<file path="config.mk">
export PLATFORM = sky130hd
export DESIGN_NAME = prog_loader
export DESIGN_NICKNAME = d
export VERILOG_FILES = /design/src/rtl/prog_loader.sv
export SDC_FILE = /design/constraint.sdc
export NUM_CORES = 1
export LEC_CHECK = 0
export CORE_UTILIZATION = 51
export CTS_BUF_LIST = sky130_fd_sc_hd__clkbuf_4 sky130_fd_sc_hd__clkbuf_8
export DETAILED_ROUTE_END_ITERATION = 12
export HOLD_SLACK_MARGIN = 0.06
export PLACE_DENSITY = 0.8
export SLEW_MARGIN = 30
export SYNTH_ARGS = -nofsm -noshare
export SYNTH_HDL_FRONTEND = slang
export SYNTH_SLANG_ARGS = --single-unit
</file>
<file path="constraint.sdc">
create_clock -name clock -period 4.46 [get_ports clock]
set_clock_uncertainty 0.05 [all_clocks]
set_input_delay 1.338 -clock clock [delete_from_list [all_inputs] [get_ports clock]]
set_output_delay 1.338 -clock clock [all_outputs]
set_load 0.02 [all_outputs]
</file>
<file path="src/rtl/prog_loader.sv">
// Boot loader: accepts a length-prefixed byte stream of 16-bit words, writes them into
// instruction memory and releases the CPU from reset. Optional checksum trailer: LOADER_CHECKSUM_EN.
module prog_loader #(
  parameter int ADDR_W = 8,
  parameter int WORD_W = 16
) (
  input  logic              clock,
  input  logic              reset,
  input  logic              in_valid,
  input  logic [7:0]        in_data,
  output logic              in_ready,
  output logic              mem_we,
  output logic [ADDR_W-1:0] mem_addr,
  output logic [WORD_W-1:0] mem_wdata,
  output logic              cpu_reset_n,
  output logic              load_done,
  output logic              load_error,
  output logic [ADDR_W:0]   word_count
);

  typedef enum logic [2:0] {
    HDR_HI  = 3'd0,
    HDR_LO  = 3'd1,
    DATA_HI = 3'd2,
    DATA_LO = 3'd3,
`ifdef LOADER_CHECKSUM_EN
    CHK     = 3'd4,
`endif
    DONE    = 3'd5,
    ERROR   = 3'd6
  } state_t;

`ifdef LOADER_CHECKSUM_EN
  localparam state_t END_STATE = CHK;
`else
  localparam state_t END_STATE = DONE;
`endif

  // One word per address; an image of exactly 2^ADDR_W words is still legal.
  localparam logic [16:0] MAX_WORDS = 17'd1 << ADDR_W;

  state_t              state_r;
  state_t              state_next_s;
  logic                in_ready_r;
  logic                mem_we_r;
  logic [ADDR_W-1:0]   mem_addr_r;
  logic [WORD_W-1:0]   mem_wdata_r;
  logic                cpu_reset_n_r;
  logic                load_done_r;
  logic                load_error_r;
  logic [ADDR_W:0]     word_count_r;
  logic [7:0]          count_hi_r;
  logic [15:0]         count_r;
  logic [7:0]          data_hi_r;
  logic                accept_s;
  logic [15:0]         hdr_count_s;
  logic                last_word_s;
`ifdef LOADER_CHECKSUM_EN
  logic [7:0]          chk_acc_r;

  function automatic logic [7:0] chk_fold(input logic [7:0] acc, input logic [7:0] b);
    return acc ^ b;
  endfunction
`endif

  function automatic logic ready_in(input state_t s);
    return (s != DONE) && (s != ERROR);
  endfunction

  // Next-state decode; every transition is gated by an accepted byte.
  always_comb begin
    accept_s     = in_valid && in_ready_r;
    hdr_count_s  = {count_hi_r, in_data};
    last_word_s  = ({1'b0, count_r} == (17'(word_count_r) + 17'd1));
    state_next_s = state_r;
    case (state_r)
      HDR_HI: begin
        if (accept_s) state_next_s = HDR_LO;
        else          state_next_s = state_r;
      end
      HDR_LO: begin
        if (!accept_s)                               state_next_s = state_r;
        else if (hdr_count_s == 16'd0)               state_next_s = END_STATE;
        else if ({1'b0, hdr_count_s} > MAX_WORDS)    state_next_s = ERROR;
        else                                         state_next_s = DATA_HI;
      end
      DATA_HI: begin
        if (accept_s) state_next_s = DATA_LO;
        else          state_next_s = state_r;
      end
      DATA_LO: begin
        if (!accept_s)        state_next_s = state_r;
        else if (last_word_s) state_next_s = END_STATE;
        else                  state_next_s = DATA_HI;
      end
`ifdef LOADER_CHECKSUM_EN
      CHK: begin
        if (!accept_s)                 state_next_s = state_r;
        else if (in_data == chk_acc_r) state_next_s = DONE;
        else                           state_next_s = ERROR;
      end
`endif
      DONE:    state_next_s = DONE;
      ERROR:   state_next_s = ERROR;
      default: state_next_s = ERROR;
    endcase
  end

  // State, datapath and registered status outputs; reset overrides a pending write.
  always_ff @(posedge clock) begin
    if (!reset) begin
      state_r       <= HDR_HI;
      in_ready_r    <= 1'b1;
      mem_we_r      <= 1'b0;
      mem_addr_r    <= '0;
      mem_wdata_r   <= '0;
      cpu_reset_n_r <= 1'b0;
      load_done_r   <= 1'b0;
      load_error_r  <= 1'b0;
      word_count_r  <= '0;
      count_hi_r    <= 8'd0;
      count_r       <= 16'd0;
      data_hi_r     <= 8'd0;
`ifdef LOADER_CHECKSUM_EN
      chk_acc_r     <= 8'd0;
`endif
    end else begin
      state_r       <= state_next_s;
      in_ready_r    <= ready_in(state_next_s);
      mem_we_r      <= accept_s && (state_r == DATA_LO);
      cpu_reset_n_r <= (state_next_s == DONE);
      load_done_r   <= (state_next_s == DONE);
      load_error_r  <= (state_next_s == ERROR);
      if (accept_s && (state_r == HDR_HI)) count_hi_r <= in_data;
      if (accept_s && (state_r == HDR_LO)) count_r <= hdr_count_s;
      if (accept_s && (state_r == DATA_HI)) data_hi_r <= in_data;
      if (accept_s && (state_r == DATA_LO)) begin
        mem_wdata_r  <= {data_hi_r, in_data};
        mem_addr_r   <= word_count_r[ADDR_W-1:0];
        word_count_r <= word_count_r + {{ADDR_W{1'b0}}, 1'b1};
      end
`ifdef LOADER_CHECKSUM_EN
      if (accept_s && ((state_r == DATA_HI) || (state_r == DATA_LO)))
        chk_acc_r <= chk_fold(chk_acc_r, in_data);
`endif
    end
  end

  assign in_ready    = in_ready_r;
  assign mem_we      = mem_we_r;
  assign mem_addr    = mem_addr_r;
  assign mem_wdata   = mem_wdata_r;
  assign cpu_reset_n = cpu_reset_n_r;
  assign load_done   = load_done_r;
  assign load_error  = load_error_r;
  assign word_count  = word_count_r;

endmodule

</file>
==> qor.txt, run 1 <==
====================================================================================================
Outcome ............................................................................... finished clean
Setup repair after global routing missed its margin ...................................           no
Setup Buffers After CTS ...............................................................            0
Total standard cell area after synthesis ..............................................   3130 sq um
Leakage power total ...................................................................   0.00137 uW
Area added between synthesis and finish ...............................................        24.6%
TritonCTS clock tree ..................................................................          yes
Count of mapped cells out of synthesis ................................................          365
Predominant post-synthesis flop cell .................................................. sky130_fd_sc_hd__dfxtp_1
Sequential element share of the synthesized area ......................................        46.1%
Post-detailed-route wirelength per cell ...............................................      14.8 um
Initial Util ..........................................................................        52.8%
Hold crit path type ................................................................... flop to flop
Flops & latches, synth ................................................................           72
Slew HR ...............................................................................        57.4%
Per-cell via count in the routed design ...............................................         5.44
Total negative setup slack ............................................................         0 ps
Critical Path Sink Type ...............................................................         flop
Max Clock Freq ........................................................................      320 MHz
Antenna violations before repair ......................................................            0
Final count of pins violating max slew ................................................            0
Number of clock sinks .................................................................           72
Starting DRC count in detailed routing ................................................          124
Post-route fraction of the period consumed by the critical path .......................        70.1%
Final setup violation count ...........................................................            0
Placer's final routability congestion estimate ........................................        0.826
Standard cell with the maximum stage delay on the critical path ....................... sky130_fd_sc_hd__clkdlybuf4s50_1
Drt total wl ..........................................................................      7.22 mm
Routed Antenna Nets ...................................................................            0
Clock latency reported for the late side of the worst-skew pair .......................       360 ps
Cell chain of the critical path ....................................................... clkdlybuf4s50_1 -> nor4_1 -> nand2_1 -> or3_1 -> a221oi_1 -> o211a_1
Total of buffers placed on input and output ports .....................................           48
Number of enable-type register cells in the synthesized netlist .......................            0
Synthesized area divided by synthesized cell count ....................................   8.56 sq um
Number of vias in the routed layout ...................................................         2648
Area of the core region ...............................................................   5920 sq um
Clock-pin slew reported for the worst setup and hold paths after clock tree synthesis .        80 ps
Residual DRC count ....................................................................            0
Number of buffers and inverters on the critical path ..................................            1
Number of synthesis warnings ..........................................................            0
Antenna Diode Count ...................................................................            0
Max-cap violations ....................................................................            0
Share of layout cells above drive strength 1 ..........................................        6.55%
Data arrival time of the critical path ................................................      3380 ps
Number of unique standard cell types used by synthesis ................................           41
Share of flip-flops with an asynchronous set or reset after synthesis .................           0%
Number of gates resized after cts .....................................................            0
Number of top-level pins ..............................................................           49
# nets final ..........................................................................          419
Total global routing track utilization ................................................        24.9%
Family with the most delay on the worst path .......................................... simple AND/OR/NAND/NOR gates
Critical path fanouts, max ............................................................            5
Die extent in x .......................................................................      80.3 um
Root buffer cell ...................................................................... sky130_fd_sc_hd__clkbuf_8
Worst Max-Slew Pin Slew ...............................................................       636 ps
Time the worst path needs with I/O delays and setup ...................................      3130 ps
Power density over the cells ..........................................................  377 nW/um^2
Drt pass-1 iters ......................................................................            4
Die boundary height ...................................................................      80.3 um
Clock buffers created by TritonCTS ....................................................            9
CP required ...........................................................................      4710 ps
First-pass GRT wire length ............................................................      11.8 mm
Maximum number of pins on one net before global-route repair ..........................           49
Post-route worst hold slack ...........................................................       417 ps
Final HPWL from detailed placement ....................................................      4.99 mm
Die outline area ......................................................................   6450 sq um
Vias in the first global route ........................................................         2429
Count of hold-fix buffers inserted at cts .............................................            0
Deepest clock path buffer count .......................................................            2
Maximum level of the CTS H-tree .......................................................            3
Global route total overflow ...........................................................            0
Kind of start point of the critical path .............................................. primary input
Number of hold-slack violations in the final timing report ............................            0
Net count of the mapped netlist .......................................................          377
Crit Path Category .................................................................... primary input to flop
Biggest cell delay along the critical path ............................................       490 ps
Max VDD drop ..........................................................................   0.000220 V
Number of core rows ...................................................................           28
====================================================================================================
-- tightest hold or removal path, cell delays in order, from the launching register on --
cell and delay, ps:
sky130_fd_sc_hd__dfxtp_1 310, sky130_fd_sc_hd__nand2_1 40, sky130_fd_sc_hd__a21boi_0 70
-- per-layer routing --
| layer | GRT usage, % | vias to the layer above | share of wire, % |
|---|---|---|---|
| met4 | 14.1 | 0 | 2.5 |
| met1 | 30.9 | 1250 | 46 |
| met3 | 4.66 | 14 | 3.6 |
| met5 | 0 | - | 0 |
| met2 | 40.3 | 66 | 48 |
| li1 | - | 1318 | - |
-- path summary, 6_finish.rpt --
kind | slack (ps) | cells past startpoint | startpoint | endpoint
setup / recovery | 1330 | 6 | in_data[4] | state_r[0]$_SDFF_PN0_
hold / removal | 420 | 2 | count_r[14]$_SDFFE_PN0P_ | count_r[14]$_SDFFE_PN0P_
setup reg to reg | 1670 | 7 | word_count[0]$_SDFFE_PN0P_ | state_r[0]$_SDFF_PN0_
hold reg to reg | 420 | 2 | count_r[14]$_SDFFE_PN0P_ | count_r[14]$_SDFFE_PN0P_
-- registers in the layout (all words and copies together) (netlist names), 3 cells and up --
| register | count |
|---|---|
| count_hi_r | 8 |
| mem_wdata | 16 |
| state_r | 3 |
| mem_addr | 8 |
| word_count | 9 |
| data_hi_r | 8 |
| count_r | 16 |
-- synthesized netlist by cell type (all sizes together), types with 3 or more instances --
master / number / area [sq um]
a21boi: 49 / 368
nor2: 6 / 22.5
nor3: 7 / 35.0
buf: 5 / 35.0
nand3: 16 / 80.1
nor2b: 10 / 62.6
xnor2: 10 / 87.6
nand4: 5 / 31.3
a21oi: 3 / 15.0
and2: 10 / 63.8
nand2: 102 / 383
dfxtp: 72 / 1440
clkbuf: 19 / 71.3
xor2: 10 / 87.6
nor4: 7 / 56.3
mux2i: 8 / 80.1
-- power by group --
group          switching, uW  internal (uW)
clock                    256            372
sequential              26.6            666
combinational           80.8           66.9
total                    363           1100
-- kinds of logic after synthesis --
family / synth area share [%]
and+or+nand+nor: 25.5
DFF: 46.1
AOI/OAI and AO/OA: 16.2
buffers and inverters: 3.64
xor gates and xnor gates: 5.60
muxes: 2.56
adders and majority gates: 0.400
-- layout by cell type (no fill, tap or decap), types with 3 or more instances in the layout --
cell and instances:
sky130_fd_sc_hd__nor4_1 5, sky130_fd_sc_hd__nor2_1 6, sky130_fd_sc_hd__clkdlybuf4s50_1 48, sky130_fd_sc_hd__xor2_1 10, sky130_fd_sc_hd__nor2b_1 10, sky130_fd_sc_hd__bufinv_16 3, sky130_fd_sc_hd__buf_4 7, sky130_fd_sc_hd__a21oi_1 3
sky130_fd_sc_hd__nor3_1 7, sky130_fd_sc_hd__and2_1 9, sky130_fd_sc_hd__nand4_1 5, sky130_fd_sc_hd__clkbuf_8 9, sky130_fd_sc_hd__xnor2_1 10, sky130_fd_sc_hd__dfxtp_1 72, sky130_fd_sc_hd__nand2_1 102, sky130_fd_sc_hd__a21boi_0 49
sky130_fd_sc_hd__mux2i_1 8, sky130_fd_sc_hd__nand3_1 16
-- cell type report --
class | instances | area, sq um
fillers | 513 | 2030
multi-input cells | 267 | 1580
well taps | 75 | 93.8
clock inverters | 7 | 119
flip-flops and latches | 72 | 1440
clock buffers | 9 | 124
inverters | 2 | 7.51
repair buffers | 55 | 533
-- metrics by stage --
step                utilization, %  instance area (sq um)  total power [uW]  instances  setup slack, ps
CTS                           65.8                   3890              1470        487             1370
finish                        65.8                   3890              1470        487             1330
floorplan                        -                   3130               800        365             1720
global placement              61.7                   3650               850        471             1000
global route                  65.8                   3890              1520        487             1160
detailed placement            61.7                   3650               854        471              996
Note: power is estimated with default switching activity, not from simulation.
==> inputs of run 2 (changes only) <==
- CORE_UTILIZATION: 51 -> 50
- PLACE_DENSITY: 0.8 -> 0.82
- clock period: 4.46 -> 2.5 ns (I/O delays scaled with it)
==> qor.txt, run 2 (synthesis results as in run 1) <==
====================================================================================================
Die boundary height ...................................................................      81.1 um   +0.97%
Sequential share of power .............................................................        52.9%   +5.7 points
Maximum level of the CTS H-tree .......................................................            3   unchanged
Placer's final routability congestion estimate ........................................        0.858   +3.8%
Initial Util ..........................................................................        52.2%   -0.62 points
Clock-pin slew reported for the worst setup and hold paths after clock tree synthesis .        70 ps   about the same
Critical path fanouts, max ............................................................            4   -1
Worst Max-Slew Pin Slew ...............................................................       561 ps   -75.2 ps
Per-cell via count in the routed design ...............................................         5.43   -0.13%
Max-cap violations ....................................................................            0   unchanged
Share of layout cells above drive strength 1 ..........................................        10.5%   +3.9 points
Filler Cell Count .....................................................................          493   -3.9%
Total of buffers placed on input and output ports .....................................           48   unchanged
Commonest non-fill, non-tap cell in the layout ........................................ sky130_fd_sc_hd__nand2_1
Overall power .........................................................................      2330 uW   +59%
Combinational group share of total power ..............................................        12.8%   +2.7 points
Die extent in x .......................................................................      81.1 um   +0.97%
Die outline area ......................................................................   6570 sq um   +2.0%
Number of top-level pins ..............................................................           49   unchanged
Commonest cells after routing, fill and taps aside .................................... sky130_fd_sc_hd__nand2_1 (102), sky130_fd_sc_hd__dfxtp_1 (72), sky130_fd_sc_hd__a21boi_0 (49)
Cell chain of the critical path ....................................................... ha_1 -> or3b_1 -> a211o_1 -> a311o_1 -> nor4_2 -> and2_2 -> o211a_1
Routed Antenna Nets ...................................................................            0   unchanged
Number of vias in the routed layout ...................................................         2737   +3.4%
Drt total wl ..........................................................................      7.25 mm   +0.43%
Area of the core region ...............................................................   5990 sq um   +1.2%
Antenna violations before repair ......................................................            0   unchanged
Number of clock sinks .................................................................           72   unchanged
Drt pass-1 iters ......................................................................            5   +1
Post-detailed-route wirelength per cell ...............................................      14.4 um   -3.0%
Time the worst path needs with I/O delays and setup ...................................      2370 ps
Maximum number of pins on one net before global-route repair ..........................           46   -6.1%
Global route total overflow ...........................................................            0   unchanged
Final setup violation count ...........................................................            0   unchanged
Clock power frac ......................................................................        34.3%   -8.5 points
Clock buffers created by TritonCTS ....................................................            9   unchanged
Final core occ ........................................................................        66.7%   +0.92 points
Total global routing track utilization ................................................        24.7%   -0.18 points
First-pass GRT wire length ............................................................      11.9 mm   +0.76%
Data arrival time of the critical path ................................................      2610 ps   -770 ps
Final HPWL from detailed placement ....................................................      5.01 mm   +0.47%
Starting DRC count in detailed routing ................................................          193   +56%
TritonCTS clock tree ..................................................................          yes
Standard cell with the maximum stage delay on the critical path ....................... sky130_fd_sc_hd__or3b_1
Critical Path Sink Type ...............................................................         flop
Max Clock Freq ........................................................................      423 MHz
Slew HR ...............................................................................        62.5%   +5.1 points
Crit Path Category .................................................................... flop to flop
Setup Buffers After CTS ...............................................................            0   unchanged
Residual DRC count ....................................................................            0   unchanged
Area added between synthesis and finish ...............................................        27.8%
# nets final ..........................................................................          439   +4.8%
CP required ...........................................................................      2740 ps   -1970 ps
Clock latency reported for the late side of the worst-skew pair .......................       350 ps   about the same
Switching share of power ..............................................................        25.4%   +0.68 points
Kind of start point of the critical path ..............................................         flop
Hold crit path type ................................................................... flop to flop
Root buffer cell ...................................................................... sky130_fd_sc_hd__clkbuf_8
Number of hold-slack violations in the final timing report ............................            0   unchanged
Final count of pins violating max slew ................................................            0   unchanged
Deepest clock path buffer count .......................................................            2   unchanged
Leakage power total ...................................................................   0.00145 uW   +5.8%
Antenna Diode Count ...................................................................            0   unchanged
Count of hold-fix buffers inserted at cts .............................................            0   unchanged
NetSw .................................................................................       593 uW   +63%
Power density over the cells ..........................................................  584 nW/um^2   +55%
Internal power summed over all cells ..................................................      1740 uW   +57%
Post-route fraction of the period consumed by the critical path .......................        94.6%
Number of core rows ...................................................................           28   unchanged
Vias in the first global route ........................................................         2498   +2.8%
Number of gates resized after cts .....................................................            0   unchanged
Outcome ............................................................................... finished clean
Biggest cell delay along the critical path ............................................       380 ps   -110 ps
Max VDD drop ..........................................................................   0.000406 V   +85%
====================================================================================================
run 2: final cells by class:
type / count / area, sq um / share of cell area (%)
inverters: 2 / 7.51 / 0.188
multi-input cells: 267 / 1590 / 39.9
repair buffers: 75 / 696 / 17.4
clock buffers: 12 / 159 / 3.98
well taps: 75 / 93.8 / 2.35
clock inverters: 1 / 5.00 / 0.125
flip-flops and latches: 72 / 1440 / 36.1
run 2: worst paths after layout:
kind                                                 start                  endpoint  slack [ps]  depth (start not counted)
worst max-delay path            word_count[0]$_SDFFE_PN0P_     state_r[0]$_SDFF_PN0_         130                          7
worst min-delay path              count_r[12]$_SDFFE_PN0P_  count_r[12]$_SDFFE_PN0P_         410                          2
worst max register to register  word_count[0]$_SDFFE_PN0P_     state_r[0]$_SDFF_PN0_         130                          7
worst min register to register    count_r[12]$_SDFFE_PN0P_  count_r[12]$_SDFFE_PN0P_         410                          2
run 2: power groups by stage:
stage	combinational (uW)	clock, uW	sequential [uW]
CTS	287	814	1230
global placement	279	0	1260
finish	298	799	1230
detailed placement	285	0	1260
floorplan	182	0	1250
global route	325	871	1240
run 2: worst max-delay path: cells and delay by family (launching register included):
family | cells | cell delay, ps
and+or+nand+nor | 3 | 840
AOI/OAI and AO/OA | 3 | 840
DFF | 1 | 340
adders and majority gates | 1 | 240
run 2: per-stage QoR:
| step | instance area [sq um] | hold WS [ps] | worst slack (ps) | std cells | setup TNS (ps) |
|---|---|---|---|---|---|
| 2_1_floorplan | 3130 | 388 | 76.1 | 365 | 0 |
| 3_3_place_gp | 3810 | 398 | -242 | 491 | -788 |
| 3_5_place_dp | 3810 | 404 | -251 | 491 | -812 |
| 4_1_cts | 3980 | 413 | 99.5 | 504 | 0 |
| 5_1_grt | 4000 | 428 | -18.0 | 504 | -18.0 |
| 6_report | 4000 | 410 | 135 | 504 | 0 |
run 2: per-layer routing:
| layer | vias up | GRT usage (%) | wire, um |
|---|---|---|---|
| li1 | 1354 | - | - |
| met1 | 1275 | 31.6 | 3370 |
| met2 | 89 | 39.2 | 3330 |
| met3 | 19 | 5.96 | 346 |
| met4 | 0 | 11.3 | 200 |
| met5 | - | 0 | 0 |
==> inputs of run 3 (changes only) <==
- CORE_UTILIZATION: 50 -> 40
- PLACE_DENSITY: 0.82 -> 0.69
==> qor.txt, run 3 (synthesis results as in run 1) <==
====================================================================================================
Area of the core region ...............................................................   7410 sq um   +24%
Number of hold-slack violations in the final timing report ............................            0   unchanged
Antenna violations before repair ......................................................            0   unchanged
Final count of pins violating max slew ................................................            0   unchanged
Placer's final routability congestion estimate ........................................        0.886   +3.3%
Global-route track usage on met2 ......................................................        29.8%   -9.3 points
Final HPWL from detailed placement ....................................................      5.05 mm   +0.74%
Die extent in x .......................................................................      90.4 um   +12%
Number of vias in the routed layout ...................................................         2720   -0.62%
Leakage power total ...................................................................   0.00150 uW   +3.3%
Met1 demand-to-capacity share in global routing .......................................        24.8%   -6.8 points
Hold Crit Depth .......................................................................            2   unchanged
Biggest cell delay along the critical path ............................................       440 ps   +60 ps
First-pass GRT wire length ............................................................      12.2 mm   +2.9%
Crit Path Category .................................................................... primary input to flop
Initial Util ..........................................................................        42.2%   -10 points
Share of layout cells above drive strength 1 ..........................................        12.0%   +1.5 points
Standard cell with the maximum stage delay on the critical path ....................... sky130_fd_sc_hd__clkdlybuf4s50_1
Max-cap violations ....................................................................            0   unchanged
Max Clock Freq ........................................................................      416 MHz   -1.6%
# nets final ..........................................................................          442   +0.68%
Die outline area ......................................................................   8170 sq um   +24%
Filler Cell Count .....................................................................          698   +42%
Post-detailed-route wirelength per cell ...............................................      13.4 um   -7.1%
Overall power .........................................................................      2640 uW   +13%
Area used by multi-input combinational logic ..........................................   1590 sq um   -0.31%
Hold crit path type ................................................................... flop to flop
Commonest non-fill, non-tap cell in the layout ........................................ sky130_fd_sc_hd__nand2_1
Residual DRC count ....................................................................            0   unchanged
Maximum level of the CTS H-tree .......................................................            3   unchanged
Time the worst path needs with I/O delays and setup ...................................      2400 ps   +38.1 ps
Slew HR ...............................................................................        60.3%   -2.3 points
Die boundary height ...................................................................      90.4 um   +12%
Post-route fraction of the period consumed by the critical path .......................        96.1%   +1.5 points
Outcome ............................................................................... finished clean
Critical Path Sink Type ...............................................................         flop
TritonCTS clock tree ..................................................................          yes
Number of core rows ...................................................................           31   +11%
Total of buffers placed on input and output ports .....................................           48   unchanged
Global route total overflow ...........................................................            0   unchanged
Worst Slack Setup Final ...............................................................      96.7 ps   -38.1 ps
Antenna Diode Count ...................................................................            0   unchanged
Final setup violation count ...........................................................            0   unchanged
Number of buffers and inverters on the critical path ..................................            3   +3
Routed Antenna Nets ...................................................................            0   unchanged
Cell chain of the critical path ....................................................... clkdlybuf4s50_1 -> nor4_2 -> buf_4 -> nand2_1 -> or3_1 -> a221oi_2 -> buf_4 -> nand3_1 -> nand2_1
Number of clock sinks .................................................................           72   unchanged
Maximum number of pins on one net before global-route repair ..........................           48   +4.3%
Vias in the first global route ........................................................         2530   +1.3%
Number of top-level pins ..............................................................           49   unchanged
Reg2reg path depth ....................................................................            7   unchanged
Drt total wl ..........................................................................      7.13 mm   -1.6%
CP required ...........................................................................      2730 ps   about the same
Commonest cells after routing, fill and taps aside .................................... sky130_fd_sc_hd__nand2_1 (102), sky130_fd_sc_hd__dfxtp_1 (72), sky130_fd_sc_hd__a21boi_0 (49)
Drt pass-1 iters ......................................................................            4   -1
Clock-pin slew reported for the worst setup and hold paths after clock tree synthesis .        70 ps   about the same
Combined flip-flop and latch cell area ................................................   1440 sq um   unchanged
Area added between synthesis and finish ...............................................        31.7%
Global routing's busiest layer ........................................................         met2
Setup Buffers After CTS ...............................................................            0   unchanged
Worst slack at placement ..............................................................      -292 ps   -41.9 ps
Max VDD drop ..........................................................................   0.000350 V   -14%
Data arrival time of the critical path ................................................      2640 ps   +30 ps
Clock buffers created by TritonCTS ....................................................            9   unchanged
Critical path fanouts, max ............................................................            3   -1
Met3 capacity usage during global routing .............................................        3.70%   -2.3 points
Starting DRC count in detailed routing ................................................          124   -36%
Power density over the cells ..........................................................  642 nW/um^2   +10%
Per-cell via count in the routed design ...............................................         5.09   -6.2%
Number of gates on the worst path with buffers counted ................................            9   +2
Worst Max-Slew Pin Slew ...............................................................       595 ps   +33.9 ps
Family with the most delay on the worst path .......................................... simple AND/OR/NAND/NOR gates
Root buffer cell ...................................................................... sky130_fd_sc_hd__clkbuf_8
Kind of start point of the critical path .............................................. primary input
Deepest clock path buffer count .......................................................            2   unchanged
Total global routing track utilization ................................................        18.7%   -6.0 points
Clock latency reported for the late side of the worst-skew pair .......................       340 ps   about the same
====================================================================================================
-- run 3: cell count changes in the layout (fill, tap and decap cells not counted), sizes merged --
cell | previous run | this run
buf | 27 | 30
clkbuf | 12 | 11
bufinv | 0 | 3
clkinv | 1 | 2
-- run 3: worst paths after layout --
check / start / end / slack, ps
setup / recovery: in_data[3] / load_done$_SDFF_PN0_ / 100
hold / removal: mem_addr[1]$_SDFFE_PN0P_ / mem_addr[1]$_SDFFE_PN0P_ / 410
setup reg to reg: word_count[1]$_SDFFE_PN0P_ / state_r[0]$_SDFF_PN0_ / 170
hold reg to reg: mem_addr[1]$_SDFFE_PN0P_ / mem_addr[1]$_SDFFE_PN0P_ / 410
-- run 3: routing by layer --
metal  vias to the layer above  share of wire (%)
li1                       1368                  -
met1                      1256                 48
met2                        82                 46
met4                         0                1.9
met5                         -                  0
met3                        14                4.5
-- run 3: per-stage QoR --
stage               TNS [ps]  hold slack [ps]  std cells  util [%]  cell area (sq um)
floorplan                  0              388        365         -               3130
global placement        -809              399        518      52.0               3850
detailed placement     -1040              405        518      52.0               3850
CTS                        0              415        534      55.4               4100
global route          -0.858              443        534      55.5               4120
finish                     0              409        534      55.5               4120
-- run 3: worst reg2reg max path, cell delays in order (launching register included) --
cell,delay (ps)
sky130_fd_sc_hd__dfxtp_1,340
sky130_fd_sc_hd__ha_1,240
sky130_fd_sc_hd__or3b_1,360
sky130_fd_sc_hd__a211o_1,300
sky130_fd_sc_hd__a311o_1,390
sky130_fd_sc_hd__nor4_2,210
sky130_fd_sc_hd__and2_2,240
sky130_fd_sc_hd__o211a_1,160
-- run 3: area by class of cell --
type                            instances  share of cell area, %
Timing Repair Buffer                   78                   17.1
Clock inverter                          5                   2.52
Multi-Input combinational cell        267                   38.6
Sequential cell                        72                   35.0
Inverter                                2                  0.182
Tap cell                               99                   3.01
Clock buffer                           11                   3.53
-- run 3: power breakdown --
group	internal [uW]	leakage (uW)	switching (uW)	total, uW
logic	140	0.000790	151	291
registers	1190	0.000582	44.8	1230
clock network	701	0.000127	415	1120
-- run 3: repair_timing --
action / CTS / global route
resized for setup: 0 / 2
endpoints found under the setup margin: 0 / 3
hold buffers: 0 / 0
